--- src/rtl/vending_pkg.sv ---
// Shared types and coin decode for the change-giving vending machine.
package vending_pkg;

    typedef enum logic [1:0] {
        IDLE   = 2'd0,
        ACCUM  = 2'd1,
        VEND   = 2'd2,
        CHANGE = 2'd3
    } state_t;

    localparam logic [1:0] COIN_NONE = 2'b00;
    localparam logic [1:0] COIN_5    = 2'b01;
    localparam logic [1:0] COIN_10   = 2'b10;
    localparam logic [1:0] COIN_20   = 2'b11;

    // Coin value in 5-won units.
    function automatic logic [2:0] coin_units(input logic [1:0] coin);
        case (coin)
            COIN_5:  coin_units = 3'd1;
            COIN_10: coin_units = 3'd2;
            COIN_20: coin_units = 3'd4;
            default: coin_units = 3'd0;
        endcase
    endfunction

endpackage

--- src/rtl/vending_machine_change.sv ---
// Coin-accumulating vending controller: vends at PRICE_UNITS, returns excess
// as 5-won change pulses, supports cancel/refund, stock tracking and refill.
module vending_machine_change
    import vending_pkg::*;
#(
    parameter int PRICE_UNITS = 3,
    parameter int CREDIT_W    = 4,
    parameter int STOCK_W     = 4,
    parameter int INIT_STOCK  = 8
) (
    input  logic                clk,
    input  logic                rstn,
    input  logic [1:0]          coin,
    input  logic                cancel,
    input  logic                refill,
    output logic                newspaper,
    output logic                change_5,
    output logic                coin_reject,
    output logic [CREDIT_W-1:0] credit,
    output logic [STOCK_W-1:0]  stock,
    output logic                sold_out,
    output logic                busy
);

    // Three extra bits so credit plus the largest coin never wraps.
    localparam int SUM_W = CREDIT_W + 3;
    localparam logic [SUM_W-1:0]   MAX_CREDIT = SUM_W'((1 << CREDIT_W) - 1);
    localparam logic [SUM_W-1:0]   PRICE      = SUM_W'(PRICE_UNITS);
    localparam logic [STOCK_W-1:0] STOCK_INIT = STOCK_W'(INIT_STOCK);

    state_t              r_state, w_state_nxt;
    logic [CREDIT_W-1:0] r_credit, w_credit_nxt;
    logic [STOCK_W-1:0]  r_stock, w_stock_nxt;
    logic                r_coin_reject, w_coin_reject_nxt;

    logic [SUM_W-1:0]    w_sum;
    logic [SUM_W-1:0]    w_sum_less_price;
    logic                w_coin_present;
    logic                w_coin_bad;
    logic                w_coin_accept;
    logic                w_sold_out;

    assign w_sold_out     = (r_stock == '0);
    assign w_coin_present = (coin != COIN_NONE);
    assign w_sum          = SUM_W'(r_credit) + SUM_W'(coin_units(coin));
    assign w_sum_less_price = w_sum - PRICE;
    assign w_coin_bad     = w_sold_out || cancel || (w_sum > MAX_CREDIT);
    assign w_coin_accept  = w_coin_present && !w_coin_bad;

    always_comb begin
        w_state_nxt       = r_state;
        w_credit_nxt      = r_credit;
        w_stock_nxt       = r_stock;
        w_coin_reject_nxt = 1'b0;

        case (r_state)
            IDLE, ACCUM: begin
                if (w_coin_present && w_coin_bad) begin
                    w_coin_reject_nxt = 1'b1;
                end else if (w_coin_accept) begin
                    if (w_sum >= PRICE) begin
                        w_state_nxt  = VEND;
                        w_credit_nxt = w_sum_less_price[CREDIT_W-1:0];
                        w_stock_nxt  = r_stock - 1'b1;
                    end else begin
                        w_state_nxt  = ACCUM;
                        w_credit_nxt = w_sum[CREDIT_W-1:0];
                    end
                end

                // A coin arriving with cancel is already rejected above, so
                // the refund covers only the credit held before this cycle.
                if (r_state == ACCUM && cancel) begin
                    w_state_nxt = CHANGE;
                end else if (r_state == IDLE && refill && !w_coin_accept) begin
                    w_stock_nxt = STOCK_INIT;
                end
            end
            VEND: begin
                w_coin_reject_nxt = w_coin_present;
                w_state_nxt       = (r_credit != '0) ? CHANGE : IDLE;
            end
            CHANGE: begin
                w_coin_reject_nxt = w_coin_present;
                if (r_credit <= CREDIT_W'(1)) begin
                    w_credit_nxt = '0;
                    w_state_nxt  = IDLE;
                end else begin
                    w_credit_nxt = r_credit - 1'b1;
                end
            end
            default: begin
                w_state_nxt  = IDLE;
                w_credit_nxt = '0;
            end
        endcase
    end

    always_ff @(posedge clk) begin
        if (!rstn) begin
            r_state       <= IDLE;
            r_credit      <= '0;
            r_stock       <= STOCK_INIT;
            r_coin_reject <= 1'b0;
        end else begin
            r_state       <= w_state_nxt;
            r_credit      <= w_credit_nxt;
            r_stock       <= w_stock_nxt;
            r_coin_reject <= w_coin_reject_nxt;
        end
    end

    assign newspaper   = (r_state == VEND);
    assign change_5    = (r_state == CHANGE);
    assign busy        = (r_state == VEND) || (r_state == CHANGE);
    assign coin_reject = r_coin_reject;
    assign credit      = r_credit;
    assign stock       = r_stock;
    assign sold_out    = w_sold_out;

endmodule

--- config.mk ---
export PLATFORM = sky130hd
export DESIGN_NAME = vending_machine_change
export DESIGN_NICKNAME = d
export VERILOG_FILES = /design/src/rtl/vending_pkg.sv /design/src/rtl/vending_machine_change.sv
export SDC_FILE = /design/constraint.sdc
export NUM_CORES = 1
export LEC_CHECK = 0
export ABC_AREA = 1
export BUFFER_PORTS_ARGS = -buffer_cell sky130_fd_sc_hd__buf_2
export CORE_ASPECT_RATIO = 0.7
export CORE_UTILIZATION = 50
export CTS_CLUSTER_DIAMETER = 100
export DETAILED_ROUTE_END_ITERATION = 10
export PLACE_DENSITY = 0.72
export SLEW_MARGIN = 20
export SYNTH_ARGS = -nofsm -noshare
export SYNTH_HDL_FRONTEND = slang
export SYNTH_SLANG_ARGS = --single-unit
--- constraint.sdc ---
create_clock -name clk -period 6.9 [get_ports clk]
set_clock_uncertainty 0.1 [all_clocks]
set_input_delay 1.035 -clock clk [delete_from_list [all_inputs] [get_ports clk]]
set_output_delay 1.035 -clock clk [all_outputs]
set_load 0.01 [all_outputs]
==> reports/qor_table.md <==
| Metric | Value |
|:---|:---|
| Final critical path time including I/O delays and setup | 3.02 ns |
| Number of instances in the synthesized netlist | 156 |
| Max VDD drop | 0.286 mV |
| Sink Count | 11 |
| I/O Buffers | 18 |
| Crit. Startpoint | coin[0] |
| Unique cell type count in the Yosys netlist | 26 |
| Sum of net half-perimeters after detailed placement | 1.86 mm |
| Via density per instance | 5.16 |
| Post-route core utilization | 60.6% |
| Antenna cell count | 0 |
| Maximum single-stage delay on the critical path | 0.51 ns |
| Count of warnings emitted by yosys | 0 |
| Ranking of synthesized cells by area | sky130_fd_sc_hd__dfxtp_1, sky130_fd_sc_hd__nand2_1, sky130_fd_sc_hd__ha_1 |
| Fillers | 196 |
| Total of cells resized after clock tree synthesis | 0 |
| Fraction of layout cells with a size suffix above 1 | 21.0% |
| Root buffer selected by CTS | sky130_fd_sc_hd__clkbuf_4 |
| Post-synthesis register bit count | 11 |
| Finish-stage setup viols | 0 |
| Reg2Reg Setup Slack | 4.46 ns |
| H-tree depth | 1 |
| Fraction of synthesized cell area taken by the top area cell type | 22.1% |
| Critical register-to-register path endpoint | credit[2] |
| RSZ-0062 raised after global routing | false |
| Count of max-cap constraint violations | 0 |
| Worst Path Max Fanout | 8 |
| Multi-input logic area | 683 um^2 |
| Remaining Overflow, GRT | 0 |
| Post-synthesis area per instance | 6.40 um^2 |
| Drt first-iter violations | 31 |
| Critical Path Start Type | input port |
| Detail-routed net length per standard cell | 11.8 um |
| Horiz. Die Dim | 55.4 um |
| Worst-skew pair later-pin latency | 0.27 ns |
| Via count | 1,022 |
| Core footprint | 1870 um^2 |
| List of cells traversed by the critical path | buf_2 -> inv_1 -> nor2_1 -> ha_1 -> fa_1 -> ha_1 -> inv_1 -> nand3_1 -> nor2_1 -> nand3_2 -> nand3_4 -> nand2_2 -> nand2_4 -> nand2_1 -> nand2_1 -> nor2_1 |
| Row count | 13 |
| Number of buffers on the longest clock path | 2 |
| Busiest layer in global routing | met2 |
| Clock transition at the register clock pins on the worst setup and hold paths after CTS | 0.08 ns |
| Via count of the first global-routing pass | 872 |
| Sequential cell area fraction in the yosys report | 22.1% |
| Tot GR Track Use | 23.3% |
| Headroom to the max-slew limit | 83.0% |
| Critical path data required time | 6.98 ns |
| Worst Tran Pin Value | 0.254 ns |
| Detailed-route DRC error count | 0 |
| Endpoint arrival time on the critical path | 3.09 ns |
| Synthesis-to-finish area growth | 13.5% |
| Number of buffers inserted to repair setup after CTS | 0 |
| Setup_tns | 0 ns |
| Register cell area after layout | 220 um^2 |
| Worst r2r src | credit[0] |
| Critical Path End Type | flop |
| Most common library cell in the layout ignoring fill and taps | sky130_fd_sc_hd__nand2_1 |
| Depth of the worst register-to-register path | 13 |
| Number of optimization iterations in the first detailed-route pass | 4 |
| Ratio of final minimum period to clock period | 43.8% |
| Netlist area before placement | 998 um^2 |
| Number of nets produced by synthesis | 171 |
| Upper clock frequency limit | 331 MHz |
| Pwr dens | 504 nW/um^2 |
| Non-Filler Cell Area, Final | 1130 um^2 |
| Final hold violation count | 0 |
| Hold Path Class | flop to flop |
| Standby leakage power | 0.630 nW |
| Met1 track demand over resource in global routing | 30.3% |
| # IOs | 19 |
| Starting Density | 53.4% |
| Clock buffers created by TritonCTS | 3 |
| GR Util met2 | 40.1% |
| Post-DP Area | 1110 um^2 |
| DRT antenna net count | 0 |
| Most numerous cell on the critical path | sky130_fd_sc_hd__nor2_1 |
| Maximum number of pins on one net before global-route repair | 10 |
| Antenna violations before repair | 0 |
| Hold-fix buffers at CTS | 0 |
| TritonCTS clock tree | built |
| Total number of nets in the final design | 192 |
| Kind of cell with the highest combined delay on the critical path | adder cells |
| Status | finished clean |
| Number of cells on the critical path | 16 |
| GR Util met3 | 6.27% |
| Height of the die | 39.4 um |
| Most frequent cells in the layout | sky130_fd_sc_hd__nand2_1, sky130_fd_sc_hd__inv_1, sky130_fd_sc_hd__nand3_1, sky130_fd_sc_hd__buf_2, sky130_fd_sc_hd__nor2_1 |
| Cell with the largest stage delay on the worst path | sky130_fd_sc_hd__fa_1 |
| Critical path class | input port to flop |
| Wirelength, routed | 2.33 mm |
| Die Footprint | 2180 um^2 |
| Global-route wire length before repair | 3.80 mm |
| Number of buffers and inverters on the critical path | 3 |
| Capturing element of the worst setup path | credit[2] |
| Cell type with the highest aggregate area in the netlist | sky130_fd_sc_hd__dfxtp_1 |
| Global placer's final weighted congestion | 0.856 |
| Final Slew Violations | 0 |
[worst min path at each step]
stage          cells past startpoint  slack, ns  endpoint  startpoint
6_report                           2       0.39  stock[3]    stock[3]
5_1_grt                            2       0.43  stock[3]    stock[3]
4_1_cts                            2       0.40  stock[3]    stock[3]
3_5_place_dp                       2       0.38  stock[3]    stock[3]
3_3_place_gp                       2       0.37  stock[3]    stock[3]
2_1_floorplan                      2       0.41  stock[3]    stock[3]
[final cells by class]
type | instances | area share (%)
clock buffer | 4 | 2.32
multi-input combinational | 120 | 60.3
inverter | 23 | 7.62
timing repair buffer | 18 | 7.95
tap | 22 | 2.43
sequential | 11 | 19.4
[kinds of logic after synthesis]
| logic type | after synthesis | synth area share [%] |
|---|---|---|
| simple gates | 89 | 44.1 |
| buf+inv | 25 | 9.52 |
| flops | 11 | 22.1 |
| fa+ha+maj | 9 | 12.0 |
| xor+xnor | 2 | 1.75 |
| compound gates | 20 | 10.5 |
[registers in the layout, summed over array words and instances, names as in the netlist]
signal,count
credit,4
stock,4
r_state,2
coin_reject,1
[cells in the mapped netlist (all sizes together)]
library cell	n
a21oi	7
fa	1
inv	23
nand2	44
nor3b	1
ha	8
o211ai	1
xnor2	1
buf	1
nor2	20
nand3	21
o21ai	11
xor2	1
clkbuf	1
nor3	1
a21boi	1
dfxtp	11
nand3b	2
[power by group]
group	internal [mW]	switching, mW	total (mW)
registers	0.0904	0.0341	0.124
logic	0.148	0.251	0.399
clock network	0.0224	0.0252	0.0476
total	0.261	0.311	0.571
[per-layer routing]
layer  up-vias  wire length, um
met4         0               10
met1       460             1230
met5         -                0
li1        540                -
met3         2               90
met2        20             1000
[through the flow]
stage | setup slack (ns) | total power [mW] | cells | hold slack [ns]
after detailed placement | 3.58 | 0.521 | 194 | 0.379
after global routing | 3.68 | 0.635 | 198 | 0.428
after global placement | 3.67 | 0.512 | 194 | 0.368
after CTS | 3.87 | 0.571 | 198 | 0.396
final | 3.88 | 0.571 | 198 | 0.390
after floorplan | 3.93 | 0.427 | 156 | 0.411
[tightest hold or removal path, cell delays in order, from the launching register on]
cell and delay (ns):
sky130_fd_sc_hd__dfxtp_1 0.32, sky130_fd_sc_hd__nand2_1 0.06, sky130_fd_sc_hd__nand3b_1 0.06
No activity file was read; power rests on OpenSTA's default activity.
